--- config.mk ---
export PLATFORM = sky130hd
export DESIGN_NAME = mem_arbiter
export DESIGN_NICKNAME = d
export VERILOG_FILES = /design/src/rtl/mem_arbiter_pkg.sv /design/src/rtl/mem_arbiter_perf.sv /design/src/rtl/mem_arbiter.sv
export SDC_FILE = /design/constraint.sdc
export NUM_CORES = 1
export LEC_CHECK = 0
export ABC_AREA = 0
export ABC_CLOCK_PERIOD_IN_PS = 1850
export CORE_AREA = 2 2 309 311
export CTS_CLUSTER_DIAMETER = 120
export DETAILED_ROUTE_END_ITERATION = 8
export DIE_AREA = 0 0 311 313
export SYNTH_ARGS = -nofsm -noshare
export SYNTH_HDL_FRONTEND = slang
export SYNTH_SLANG_ARGS = --single-unit
--- constraint.sdc ---
create_clock -name clk -period 1.85 [get_ports clk]
set_clock_uncertainty 0.2 [all_clocks]
set_input_delay 0.4625 -clock clk [delete_from_list [all_inputs] [get_ports clk]]
set_output_delay 0.4625 -clock clk [all_outputs]
set_load 0.01 [all_outputs]
--- src/rtl/mem_arbiter_pkg.sv ---
// Shared types for the memory arbiter: cache line type, FSM state encoding,
// and the side encoding used to remember which port was granted last.
package mem_arbiter_pkg;

    localparam int ARB_ADDR_W = 16;
    localparam int ARB_LINE_W = 128;

    typedef logic [ARB_LINE_W-1:0] lc3b_c_line;

    typedef enum logic [1:0] {
        ARB_IDLE,
        ARB_SERV_I,
        ARB_SERV_D
    } arb_state_t;

    typedef enum logic {
        ARB_SIDE_I,
        ARB_SIDE_D
    } lc3b_arb_side;

    // Round-robin helper: the side that should win a conflict.
    function automatic lc3b_arb_side arb_opposite(input lc3b_arb_side s);
        return (s == ARB_SIDE_I) ? ARB_SIDE_D : ARB_SIDE_I;
    endfunction

endpackage

--- src/rtl/mem_arbiter_perf.sv ---
// Free-running 32-bit event counters for the memory arbiter: grants per
// side and IDLE cycles in which both sides were requesting. Counters wrap.
module mem_arbiter_perf (
    input  logic        clk,
    input  logic        reset,
    input  logic        i_grant,
    input  logic        d_grant,
    input  logic        conflict,
    output logic [31:0] perf_i_grants,
    output logic [31:0] perf_d_grants,
    output logic [31:0] perf_conflicts
);

    // Count one event per cycle on each strobe; cleared by reset.
    always_ff @(posedge clk) begin
        if (reset) begin
            perf_i_grants  <= '0;
            perf_d_grants  <= '0;
            perf_conflicts <= '0;
        end else begin
            if (i_grant)  perf_i_grants  <= perf_i_grants + 32'd1;
            if (d_grant)  perf_d_grants  <= perf_d_grants + 32'd1;
            if (conflict) perf_conflicts <= perf_conflicts + 32'd1;
        end
    end

endmodule

--- src/rtl/mem_arbiter.sv ---
// Arbiter between the I-cache and D-cache miss ports for the single pmem port.
// One request is serviced at a time; conflicts are resolved round-robin.
// Handshake: a requester raises its level request and holds it (with stable
// address/data) until its one-cycle resp pulse; pmem strobes are held until
// pmem_resp, which is forwarded to the granted side in the same cycle.
// Optional feature: define MEM_ARB_PERF_EN to build the grant/conflict
// counters; otherwise the perf outputs are tied to 0.
module mem_arbiter
    import mem_arbiter_pkg::*;
#(
    parameter int ADDR_W = ARB_ADDR_W,
    parameter int LINE_W = ARB_LINE_W
) (
    input  logic              clk,
    input  logic              reset,
    input  logic              i_read,
    input  logic [ADDR_W-1:0] i_addr,
    output logic [LINE_W-1:0] i_rdata,
    output logic              i_resp,
    input  logic              d_read,
    input  logic              d_write,
    input  logic [ADDR_W-1:0] d_addr,
    input  logic [LINE_W-1:0] d_wdata,
    output logic [LINE_W-1:0] d_rdata,
    output logic              d_resp,
    output logic              pmem_read,
    output logic              pmem_write,
    output logic [ADDR_W-1:0] pmem_address,
    output logic [LINE_W-1:0] pmem_wdata,
    input  logic [LINE_W-1:0] pmem_rdata,
    input  logic              pmem_resp,
    output logic [31:0]       perf_i_grants,
    output logic [31:0]       perf_d_grants,
    output logic [31:0]       perf_conflicts,
    output arb_state_t        dbg_state
);

    arb_state_t   state;
    lc3b_arb_side last_grant;
    logic         d_req;
    logic         start_i;
    logic         start_d;

    assign d_req     = d_read | d_write;
    assign dbg_state = state;

    // IDLE arbitration: a lone requester wins; on conflict the side opposite
    // the previous grant wins.
    assign start_d = (state == ARB_IDLE) & d_req &
                     (~i_read | (arb_opposite(last_grant) == ARB_SIDE_D));
    assign start_i = (state == ARB_IDLE) & i_read &
                     ~(d_req & (arb_opposite(last_grant) == ARB_SIDE_D));

    // State register: grant from IDLE, return to IDLE on pmem_resp.
    always_ff @(posedge clk) begin
        if (reset) begin
            state      <= ARB_IDLE;
            last_grant <= ARB_SIDE_I;
        end else begin
            case (state)
                ARB_IDLE: begin
                    if (start_d) begin
                        state      <= ARB_SERV_D;
                        last_grant <= ARB_SIDE_D;
                    end else if (start_i) begin
                        state      <= ARB_SERV_I;
                        last_grant <= ARB_SIDE_I;
                    end
                end
                ARB_SERV_I,
                ARB_SERV_D: begin
                    if (pmem_resp) state <= ARB_IDLE;
                end
                default: state <= ARB_IDLE;
            endcase
        end
    end

    // Output decode from state; the ungranted side sees zero data and no resp.
    always_comb begin
        pmem_read    = 1'b0;
        pmem_write   = 1'b0;
        pmem_address = '0;
        pmem_wdata   = '0;
        i_rdata      = '0;
        i_resp       = 1'b0;
        d_rdata      = '0;
        d_resp       = 1'b0;
        case (state)
            ARB_SERV_I: begin
                pmem_read    = 1'b1;
                pmem_address = i_addr;
                i_rdata      = pmem_rdata;
                i_resp       = pmem_resp;
            end
            ARB_SERV_D: begin
                // Write takes priority if both D strobes are (illegally) high.
                pmem_write   = d_write;
                pmem_read    = ~d_write;
                pmem_address = d_addr;
                pmem_wdata   = d_wdata;
                d_rdata      = pmem_rdata;
                d_resp       = pmem_resp;
            end
            default: ;
        endcase
    end

`ifdef MEM_ARB_PERF_EN
    logic conflict;
    assign conflict = (state == ARB_IDLE) & i_read & d_req;

    mem_arbiter_perf u_perf (
        .clk            (clk),
        .reset          (reset),
        .i_grant        (start_i),
        .d_grant        (start_d),
        .conflict       (conflict),
        .perf_i_grants  (perf_i_grants),
        .perf_d_grants  (perf_d_grants),
        .perf_conflicts (perf_conflicts)
    );
`else
    assign perf_i_grants  = '0;
    assign perf_d_grants  = '0;
    assign perf_conflicts = '0;
`endif

endmodule

==> results of run 1 <==
-- area by class of cell --
cell class                      instances  area [µm²]
Inverter                                2        12.5
Sequential cell                         3        67.6
Timing Repair Buffer                  788        8050
Tap cell                             1265        1580
Antenna cell                            8        20.0
Fill cell                           10900       81000
Multi-Input combinational cell        535        3360
Clock buffer                            4        78.8
-- path summary, 6_finish.rpt --
check	startpoint	end	slack, ns	depth (start not counted)
worst min-delay path	last_grant	last_grant	0.32	2
worst min register to register	last_grant	last_grant	0.32	2
worst max register to register	dbg_state[0]	dbg_state[0]	0.17	6
worst max-delay path	dbg_state[0]	pmem_address[10]	-0.73	8
-- flip-flops by register name (all words and copies together), names as in the netlist --
signal / count
dbg_state: 2
last_grant: 1
-- report_power, final --
group          switching [mW]  total, mW  internal, mW  leakage (nW)
Combinational            2.18       4.90          2.73          5.90
Sequential             0.0142     0.0905        0.0763        0.0262
Clock                  0.0611      0.346         0.285        0.0382
-- through the flow --
step	instances	hold slack (ns)	cell area, µm²
after global routing	2600	0.356	13200
after global placement	2543	0.315	12800
final	2605	0.321	13200
after CTS	2567	0.320	13200
after floorplan	683	0.285	4190
after detailed placement	2543	0.309	12800
-- timing repair --
action | CTS | global route
hold endpoints to repair | 0 | 0
cloned | 10 | 7
buffers inserted | 10 | 26
resized for setup | 294 | 390
pin swaps | 4 | 2
setup endpoints to repair | 406 | 407
-- layer usage --
metal / vias up / track usage [%]
li1: 3087 / -
met5: - / 0
met2: 533 / 24.2
met3: 117 / 3.94
met4: 36 / 0.933
met1: 3253 / 14.9
-- Yosys cell counts, types with 2 or more instances --
cell                       instances
sky130_fd_sc_hd__and2_1          387
sky130_fd_sc_hd__nor2_1            2
sky130_fd_sc_hd__dfxtp_1           3
sky130_fd_sc_hd__o21a_1            2
sky130_fd_sc_hd__buf_2            22
sky130_fd_sc_hd__o21ai_0           2
sky130_fd_sc_hd__clkbuf_2         20
sky130_fd_sc_hd__a22oi_1          16
sky130_fd_sc_hd__inv_1             2
sky130_fd_sc_hd__ha_1              3
sky130_fd_sc_hd__nor2b_1          18
sky130_fd_sc_hd__clkbuf_1          5
sky130_fd_sc_hd__a21oi_1           2
sky130_fd_sc_hd__buf_4            96
-- critical path: stages (launching register included) --
cell	delay (ns)
sky130_fd_sc_hd__dfxtp_4	0.37
sky130_fd_sc_hd__inv_4	0.05
sky130_fd_sc_hd__ha_4	0.17
sky130_fd_sc_hd__buf_12	0.14
sky130_fd_sc_hd__buf_16	0.16
sky130_fd_sc_hd__a22oi_2	0.38
sky130_fd_sc_hd__buf_6	0.18
sky130_fd_sc_hd__nor2b_2	0.05
sky130_fd_sc_hd__buf_12	0.13
-- cell families after synthesis --
group                      synth area share, %
other                                   0.0984
adders and majority gates                0.985
and+or+nand+nor                           67.7
DFF                                       1.58
buffers and inverters                     25.1
AOI/OAI and AO/OA                         4.56
==> impl_metrics.sql, run 1 <==
INSERT INTO impl_metrics (metric_group, metric, value, unit) VALUES
('global_routing', 'grt_max_degree', '43', ''),
('clock_tree', 'path_clk_slew', '0.03', 'ns'),
('power_and_ir_drop', 'p_leak', '5.97', 'nW'),
('synth', 'most_area_consuming_cells_after_synthesis', 'sky130_fd_sc_hd__and2_1, sky130_fd_sc_hd__buf_4, sky130_fd_sc_hd__a22oi_1', ''),
('sta', 'setup_viol', '406', ''),
('synth', 'synth_cells', '588', ''),
('die', 'coreArea', '94200', 'µm²'),
('routing', 'wl', '67.9', 'mm'),
('routing', 'vias', '7026', ''),
('clock_tree', 'cts-hold-fix-buffers', '0', ''),
('clock_tree', 'clock_path_buffers', '2', ''),
('sta', 'slew_violations', '0', ''),
('synth', 'edff_count_synth', '0', ''),
('power_and_ir_drop', 'power', '5.34', 'mW'),
('layout', 'layout_commonest_cell', 'sky130_fd_sc_hd__clkdlybuf4s50_1', ''),
('sta', 'final_hold_viol_count', '0', ''),
('die', 'pin_count', '796', ''),
('routing', 'first_iter_violations', '161', ''),
('power_and_ir_drop', 'power.density_cell_area', '405', 'nW/µm²'),
('status', 'violations', 'negative setup slack', ''),
('placed_design', 'port_buffers', '699', ''),
('global_routing', 'grt_first_pass_wirelength', '81.0', 'mm'),
('global_routing', 'grt_pass1_vias', '6840', ''),
('placed_design', 'finalWeightedCongestion', '0.851', ''),
('global_routing', 'gr-total-overflow', '0', ''),
('synth', 'post-synth-top-area-cell', 'sky130_fd_sc_hd__and2_1', ''),
('die', 'num_rows', '113', ''),
('die', 'die_width', '311', 'µm'),
('routing', 'drt_pass1_iterations', '4', ''),
('clock_tree', 'clk_latency', '0.22', 'ns'),
('worst_setup_path', 'worstPathArrival', '1.92', 'ns'),
('worst_setup_path', 'critical_path.max_fanout', '42', ''),
('clock_tree', 'cts-root-buf', 'sky130_fd_sc_hd__clkbuf_16', ''),
('routing', 'top_signal_layer_used', 'met5', ''),
('layout', 'final_cell_mix', 'sky130_fd_sc_hd__clkdlybuf4s50_1, sky130_fd_sc_hd__and2_1, sky130_fd_sc_hd__clkbuf_2', ''),
('die', 'floorplan.die_area', '97300', 'µm²'),
('placed_design', 'hpwl', '59.3', 'mm'),
('worst_setup_path', 'worstPathRequired', '1.19', 'ns'),
('worst_setup_path', 'critical_path.endpoint_type', 'primary output', ''),
('sta', 'min_period_over_period', '140', '%'),
('routing', 'ant_nets', '0', ''),
('worst_setup_path', 'worstSetupPathType', 'reg -> out', ''),
('synth', 'synth.cell_area', '3810', 'µm²'),
('sta', 'rsz0062_at_grt', 'yes', ''),
('die', 'die_h', '313', 'µm'),
('clock_tree', 'htreeDepth', '1', ''),
('synth', 'post_synth_num_cell_types', '22', ''),
('synth', 'ys.warnings.count', '0', ''),
('layout', 'final_net_count', '1630', ''),
('placed_design', 'placement.setup.worst_slack', '-0.735', 'ns'),
('synth', 'synth_flop_cell', 'sky130_fd_sc_hd__dfxtp_1', ''),
('synth', 'synth_async_sr_flop_share', '0', '%'),
('sta', 'post-route-worst-setup-slack', '-0.732', 'ns'),
('synth', 'synth_seq_cells', '3', ''),
('routing', 'routed-wl-met3', '5.31', 'mm'),
('routing', 'drcViolationCount', '0', ''),
('clock_tree', 'cts_sinks', '3', ''),
('flow_run', 'max_cap_viol_count', '0', ''),
('layout', 'final_core_utilization', '14.0', '%'),
('routing', 'drt-wirelength-per-cell', '26.0', 'µm'),
('die', 'initial_utilization', '4.05', '%'),
('sta', 'fin_crit', '2.58', 'ns'),
('sta', 'max_freq', '0.387', 'GHz'),
('power_and_ir_drop', 'vdd_ir_drop_max', '0.659', 'mV'),
('synth', 'synthesis.area_per_instance', '6.48', 'µm²'),
('hold_path', 'min_path_type', 'reg -> reg', ''),
('worst_setup_path', 'nature_of_the_critical_path_startpoint', 'flip-flop', ''),
('layout', 'drive_gt1_share', '30.5', '%'),
('routing', 'dr_wl_met2', '33.9', 'mm'),
('synth', 'synth.yosys.seq_area_share', '1.58', '%'),
('routing', 'route.detailed.vias_per_inst', '2.70', ''),
('global_routing', 'grt_antenna_before_repair', '66', ''),
('layout', 'area_delta_synth_final', '246', '%'),
('sta', 'tns', '-188.44', 'ns'),
('synth', 'synth_top_cell_area_share', '63.5', '%'),
('routing', 'drt-met1-wl', '27.1', 'mm'),
('clock_tree', 'cts_tree', 'yes', ''),
('global_routing', 'gr-usage-all-layers', '12.9', '%'),
('status', 'result_of_the_run', 'finished, violations left', ''),
('clock_tree', 'cts_buffers', '3', '');
Note: power is estimated with default switching activity, not from simulation.
==> inputs of run 2 (changes only) <==
GPL_TIMING_DRIVEN = 0   (was default)
HOLD_SLACK_MARGIN = 0.12   (was default)
==> impl_metrics.sql, run 2 (synthesis gave the netlist of run 1 again) <==
INSERT INTO impl_metrics (metric_group, metric, value, unit) VALUES
('routing', 'route.detailed.vias_per_inst', '2.76', ''),
('status', 'result_of_the_run', 'finished, violations left', ''),
('worst_setup_path', 'startpoint', 'dbg_state[1]', ''),
('worst_setup_path', 'nature_of_the_critical_path_startpoint', 'flip-flop', ''),
('clock_tree', 'cts-root-buf', 'sky130_fd_sc_hd__clkbuf_16', ''),
('layout', 'fin_area', '14900', 'µm²'),
('clock_tree', 'cts_buffers', '3', ''),
('placed_design', 'finalWeightedCongestion', '0.905', ''),
('layout', 'area_delta_synth_final', '291', '%'),
('placed_design', 'placed_cell_area', '12800', 'µm²'),
('hold_path', 'min_path_type', 'reg -> reg', ''),
('sta', 'final_hold_viol_count', '0', ''),
('sta', 'tightestPinTransition', '0.648', 'ns'),
('sta', 'rsz0062_at_grt', 'yes', ''),
('routing', 'drcViolationCount', '0', ''),
('die', 'die_h', '313', 'µm'),
('worst_setup_path', 'crit_slowest_cell', 'sky130_fd_sc_hd__a22oi_2', ''),
('power_and_ir_drop', 'power.density_cell_area', '431', 'nW/µm²'),
('routing', 'ant_nets', '0', ''),
('status', 'violations', 'negative setup slack', ''),
('die', 'die_width', '311', 'µm'),
('clock_tree', 'clock_path_buffers', '2', ''),
('worst_setup_path', 'worstPathArrival', '1.96', 'ns'),
('placed_design', 'port_buffers', '699', ''),
('clock_tree', 'path_clk_slew', '0.03', 'ns'),
('worst_setup_path', 'critical_path.endpoint_type', 'primary output', ''),
('global_routing', 'gr-total-overflow', '0', ''),
('sta', 'post-route-worst-setup-slack', '-0.775', 'ns'),
('worst_setup_path', 'timing.reg2reg.setup_slack', '0.14', 'ns'),
('routing', 'drt-wirelength-per-cell', '26.0', 'µm'),
('global_routing', 'grt_first_pass_wirelength', '84.8', 'mm'),
('die', 'coreArea', '94200', 'µm²'),
('worst_setup_path', 'worst_path_largest_cell_delay', '0.51', 'ns'),
('hold_path', 'whs_endpoint', 'last_grant', ''),
('clock_tree', 'cts_sinks', '3', ''),
('sta', 'timing.max_slew.rel_slack', '56.8', '%'),
('clock_tree', 'cts_tree', 'yes', ''),
('global_routing', 'grtUsageMet1', '15.4', '%'),
('global_routing', 'met3_usage', '4.58', '%'),
('sta', 'max_freq', '0.381', 'GHz'),
('layout', 'final_cell_mix', 'sky130_fd_sc_hd__clkdlybuf4s50_1, sky130_fd_sc_hd__and2_1, sky130_fd_sc_hd__buf_6', ''),
('die', 'initial_utilization', '4.05', '%'),
('global_routing', 'grtUsageMet2', '25.2', '%'),
('sta', 'slew_violations', '0', ''),
('layout', 'drive_gt1_share', '55.4', '%'),
('placed_design', 'hpwl', '63.6', 'mm'),
('global_routing', 'grt_pass1_vias', '7242', ''),
('worst_setup_path', 'worst_r2r_startpoint', 'dbg_state[0]', ''),
('sta', 'min_period_over_period', '142', '%'),
('worst_setup_path', 'worst_r2r_path_depth', '7', ''),
('global_routing', 'top_usage_layer', 'met2', ''),
('layout', 'final_net_count', '1803', ''),
('layout', 'layout_commonest_cell', 'sky130_fd_sc_hd__clkdlybuf4s50_1', ''),
('sta', 'setup_viol', '406', ''),
('hold_path', 'min_from', 'last_grant', ''),
('global_routing', 'grt_antenna_before_repair', '71', ''),
('worst_setup_path', 'crit_chain', 'inv_4 -> ha_4 -> buf_12 -> buf_16 -> a22oi_2 -> nor2b_2 -> buf_6', ''),
('die', 'pin_count', '796', ''),
('worst_setup_path', 'worstSetupPathType', 'reg -> out', ''),
('global_routing', 'gr-usage-all-layers', '13.6', '%'),
('power_and_ir_drop', 'vdd_ir_drop_max', '0.376', 'mV'),
('global_routing', 'grt_max_degree', '11', ''),
('worst_setup_path', 'worstPathRequired', '1.19', 'ns'),
('routing', 'vias', '7683', ''),
('worst_setup_path', 'critical_path.max_fanout', '8', ''),
('sta', 'fin_crit', '2.62', 'ns'),
('routing', 'drt_pass1_iterations', '4', ''),
('power_and_ir_drop', 'p_leak', '7.24', 'nW'),
('die', 'num_rows', '113', ''),
('placed_design', 'placement.setup.worst_slack', '-1.85', 'ns'),
('clock_tree', 'clk_latency', '0.23', 'ns'),
('die', 'floorplan.die_area', '97300', 'µm²'),
('routing', 'first_iter_violations', '206', ''),
('clock_tree', 'htreeDepth', '1', ''),
('routing', 'wl', '72.4', 'mm'),
('worst_setup_path', 'r2r_end', 'dbg_state[0]', ''),
('flow_run', 'max_cap_viol_count', '0', ''),
('layout', 'largest_register_ffs', '2', ''),
('hold_path', 'worstHoldPathCells', '2', '');
run 2: changes by cell type in the layout (fill, tap and decap cells not counted), sizes merged:
cell,before,now
diode,8,16
dlygate4sd2,72,22
dlymetal6s2s,12,14
clkdlybuf4s50,367,294
clkbuf,110,87
buf,220,539
bufbuf,2,0
run 2: how the worst max path moves through the flow:
| stage | endpoint | cells past startpoint | slack (ns) |
|---|---|---|---|
| 2_1_floorplan | pmem_address[0] | 4 | -0.002 |
| 3_5_place_dp | pmem_address[15] | 6 | -1.85 |
| 3_3_place_gp | pmem_address[15] | 6 | -1.84 |
| 4_1_cts | pmem_address[15] | 7 | -0.88 |
| 6_report | pmem_address[15] | 7 | -0.77 |
| 5_1_grt | pmem_address[15] | 7 | -0.84 |
run 2: repair_timing:
item	4_1_cts	5_1_grt
pin swaps	8	5
hold buffers	0	0
cloned	9	13
resized for setup	900	1127
endpoints found under the setup margin	405	406
buffers inserted	28	80
run 2: final cells by class:
| class | count | area [µm²] |
|---|---|---|
| Clock buffer | 4 | 78.8 |
| Tap cell | 1265 | 1580 |
| Timing Repair Buffer | 823 | 7970 |
| Buffer | 138 | 1450 |
| Inverter | 2 | 12.5 |
| Sequential cell | 3 | 67.6 |
| Multi-Input combinational cell | 535 | 3700 |
| Antenna cell | 16 | 40.0 |
| Fill cell | 10800 | 79300 |
run 2: through the flow:
| step | instances | TNS [ns] | util [%] | hold WS, ns | power, mW |
|---|---|---|---|---|---|
| after floorplan | 683 | -0.0158 | - | 0.285 | 1.59 |
| after global placement | 2647 | -470.48 | 13.6 | 0.297 | 4.54 |
| after detailed placement | 2647 | -473.60 | 13.6 | 0.309 | 4.53 |
| after CTS | 2688 | -267.64 | 14.2 | 0.319 | 5.46 |
| after global routing | 2773 | -203.07 | 15.8 | 0.335 | 6.77 |
| final | 2786 | -187.70 | 15.8 | 0.320 | 6.43 |
run 2: routing by layer:
layer,up-vias,routed length [µm]
met5,-,246
met4,40,2680
met3,153,6140
met2,559,35800
met1,3496,27600
li1,3435,-
run 2: critical path: cells and delay by family, from the launching register on:
| kind | cells | cell delay (ns) |
|---|---|---|
| buffers and inverters | 4 | 0.53 |
| AOI/OAI and AO/OA | 1 | 0.51 |
| DFF | 1 | 0.37 |
| adders and majority gates | 1 | 0.18 |
| and+or+nand+nor | 1 | 0.10 |
run 2: power by group:
group          switching [mW]  internal (mW)
clock                  0.0644          0.285
sequential             0.0138         0.0764
combinational            2.51           3.48
==> inputs of run 3 (changes only) <==
CELL_PAD_IN_SITES_DETAIL_PLACEMENT = 1   (was default)
CELL_PAD_IN_SITES_GLOBAL_PLACEMENT = 1   (was default)
CORE_AREA = 2 2 308 310   (was 2 2 309 311)
DIE_AREA = 0 0 310 312   (was 0 0 311 313)
PLACE_DENSITY_LB_ADDON = 0.1   (was default)
REMOVE_ABC_BUFFERS = 1   (was default)
==> impl_metrics.sql, run 3 (synthesis gave the netlist of run 1 again) <==
INSERT INTO impl_metrics (metric_group, metric, value, unit) VALUES
('clock_tree', 'htreeDepth', '1', ''),
('hold_path', 'min_path_type', 'reg -> reg', ''),
('sta', 'tns', '-176.89', 'ns'),
('sta', 'fin_crit', '2.45', 'ns'),
('clock_tree', 'path_clk_slew', '0.03', 'ns'),
('routing', 'ant_nets', '0', ''),
('power_and_ir_drop', 'p_leak', '6.94', 'nW'),
('layout', 'drive_gt1_share', '60.3', '%'),
('status', 'violations', 'negative setup slack', ''),
('routing', 'drt-wirelength-per-cell', '21.2', 'µm'),
('layout', 'area_delta_synth_final', '302', '%'),
('clock_tree', 'cts_sinks', '3', ''),
('global_routing', 'gr-usage-all-layers', '10.2', '%'),
('worst_setup_path', 'worstPathRequired', '1.19', 'ns'),
('worst_setup_path', 'critical_path.endpoint_type', 'primary output', ''),
('routing', 'wl', '56.8', 'mm'),
('global_routing', 'grt_first_pass_wirelength', '67.0', 'mm'),
('sta', 'slew_violations', '0', ''),
('routing', 'first_iter_violations', '127', ''),
('clock_tree', 'clk_latency', '0.22', 'ns'),
('sta', 'rsz0062_at_grt', 'yes', ''),
('sta', 'setup_viol', '404', ''),
('placed_design', 'finalWeightedCongestion', '0.702', ''),
('flow_run', 'max_cap_viol_count', '0', ''),
('placed_design', 'port_buffers', '699', ''),
('layout', 'layout_commonest_cell', 'sky130_fd_sc_hd__clkdlybuf4s50_1', ''),
('placed_design', 'placed_cell_area', '11900', 'µm²'),
('worst_setup_path', 'worstPathArrival', '1.79', 'ns'),
('layout', 'fin_area', '15300', 'µm²'),
('clock_tree', 'cts_buffers', '3', ''),
('layout', 'final_net_count', '1721', ''),
('layout', 'seq_area', '67.6', 'µm²'),
('clock_tree', 'cts-hold-fix-buffers', '0', ''),
('placed_design', 'hpwl', '35.5', 'mm'),
('power_and_ir_drop', 'vdd_ir_drop_max', '0.234', 'mV'),
('routing', 'route.detailed.vias_per_inst', '2.64', ''),
('die', 'num_rows', '112', ''),
('worst_setup_path', 'worstSetupPathType', 'reg -> out', ''),
('routing', 'drcViolationCount', '0', ''),
('global_routing', 'gr-total-overflow', '0', ''),
('layout', 'multiInputGateArea', '3890', 'µm²'),
('global_routing', 'grt_max_degree', '22', ''),
('global_routing', 'grt_antenna_before_repair', '15', ''),
('clock_tree', 'clock_path_buffers', '2', ''),
('layout', 'n_fill_cell', '11000', ''),
('die', 'floorplan.die_area', '96700', 'µm²'),
('die', 'die_h', '312', 'µm'),
('worst_setup_path', 'critical_path.max_fanout', '10', ''),
('worst_setup_path', 'nature_of_the_critical_path_startpoint', 'flip-flop', ''),
('layout', 'final_cell_mix', 'sky130_fd_sc_hd__clkdlybuf4s50_1, sky130_fd_sc_hd__buf_6, sky130_fd_sc_hd__and2_4', ''),
('routing', 'vias', '7081', ''),
('global_routing', 'grt_pass1_vias', '7144', ''),
('sta', 'post-route-worst-setup-slack', '-0.605', 'ns'),
('routing', 'drt_pass1_iterations', '4', ''),
('die', 'coreArea', '93000', 'µm²'),
('die', 'initial_utilization', '4.10', '%'),
('clock_tree', 'cts_tree', 'yes', ''),
('sta', 'final_hold_viol_count', '0', ''),
('die', 'die_width', '310', 'µm'),
('sta', 'max_freq', '0.407', 'GHz'),
('power_and_ir_drop', 'power.density_cell_area', '461', 'nW/µm²'),
('layout', 'largest_register_ffs', '2', ''),
('die', 'pin_count', '796', ''),
('sta', 'min_period_over_period', '133', '%'),
('status', 'result_of_the_run', 'finished, violations left', ''),
('clock_tree', 'cts-root-buf', 'sky130_fd_sc_hd__clkbuf_16', '');
run 3: per-stage QoR:
step | hold WS (ns) | setup WS [ns] | util (%) | power [mW] | instances
floorplan | 0.292 | -2.87 | - | 1.38 | 540
global placement | 0.335 | -8.20 | 12.7 | 3.52 | 2493
detailed placement | 0.344 | -1.43 | 12.8 | 4.04 | 2498
CTS | 0.346 | -0.623 | 14.9 | 6.30 | 2616
global route | 0.375 | -0.680 | 16.5 | 7.52 | 2678
finish | 0.337 | -0.605 | 16.5 | 7.07 | 2680
run 3: layout make-up:
type                            instances  area share (%)
Timing Repair Buffer                  879            63.3
Multi-Input combinational cell        535            25.4
Tap cell                             1254            10.2
Clock buffer                            4           0.514
Sequential cell                         3           0.441
Inverter                                2          0.0816
Antenna cell                            3          0.0490
run 3: path summary, 6_finish.rpt:
check	from	to	slack, ns	cells after the start
min reg2reg	last_grant	last_grant	0.34	2
min	last_grant	last_grant	0.34	2
max reg2reg	dbg_state[0]	dbg_state[0]	0.23	6
max	dbg_state[0]	pmem_read	-0.60	9
run 3: worst max-delay path, cell delays in order, from the launching register on:
cell and delay (ns):
sky130_fd_sc_hd__dfxtp_4 0.35, sky130_fd_sc_hd__inv_4 0.04, sky130_fd_sc_hd__ha_4 0.18, sky130_fd_sc_hd__buf_6 0.13
sky130_fd_sc_hd__buf_12 0.14, sky130_fd_sc_hd__buf_8 0.13, sky130_fd_sc_hd__buf_16 0.14, sky130_fd_sc_hd__nor2b_1 0.13
sky130_fd_sc_hd__o21a_1 0.17, sky130_fd_sc_hd__buf_2 0.14
run 3: power by group:
part	switching [mW]	internal, mW	total, mW
combinational	2.69	3.95	6.64
clock	0.0576	0.284	0.342
sequential	0.0133	0.0763	0.0897
total	2.76	4.31	7.07
run 3: repair_timing:
item / 4_1_cts / 5_1_grt
setup buffers: 69 / 62
endpoints found under the setup margin: 408 / 406
gates cloned: 45 / 15
gates resized for setup: 1361 / 985
pin swaps: 6 / 5
run 3: per-layer routing:
layer  GRT usage, %  up-vias  wire [µm]
li1               -     3277          -
met5              0        -         88
met3           2.67       29       4090
met4          0.966       16        551
met1           10.2     3351      20000
met2           21.1      408      32100
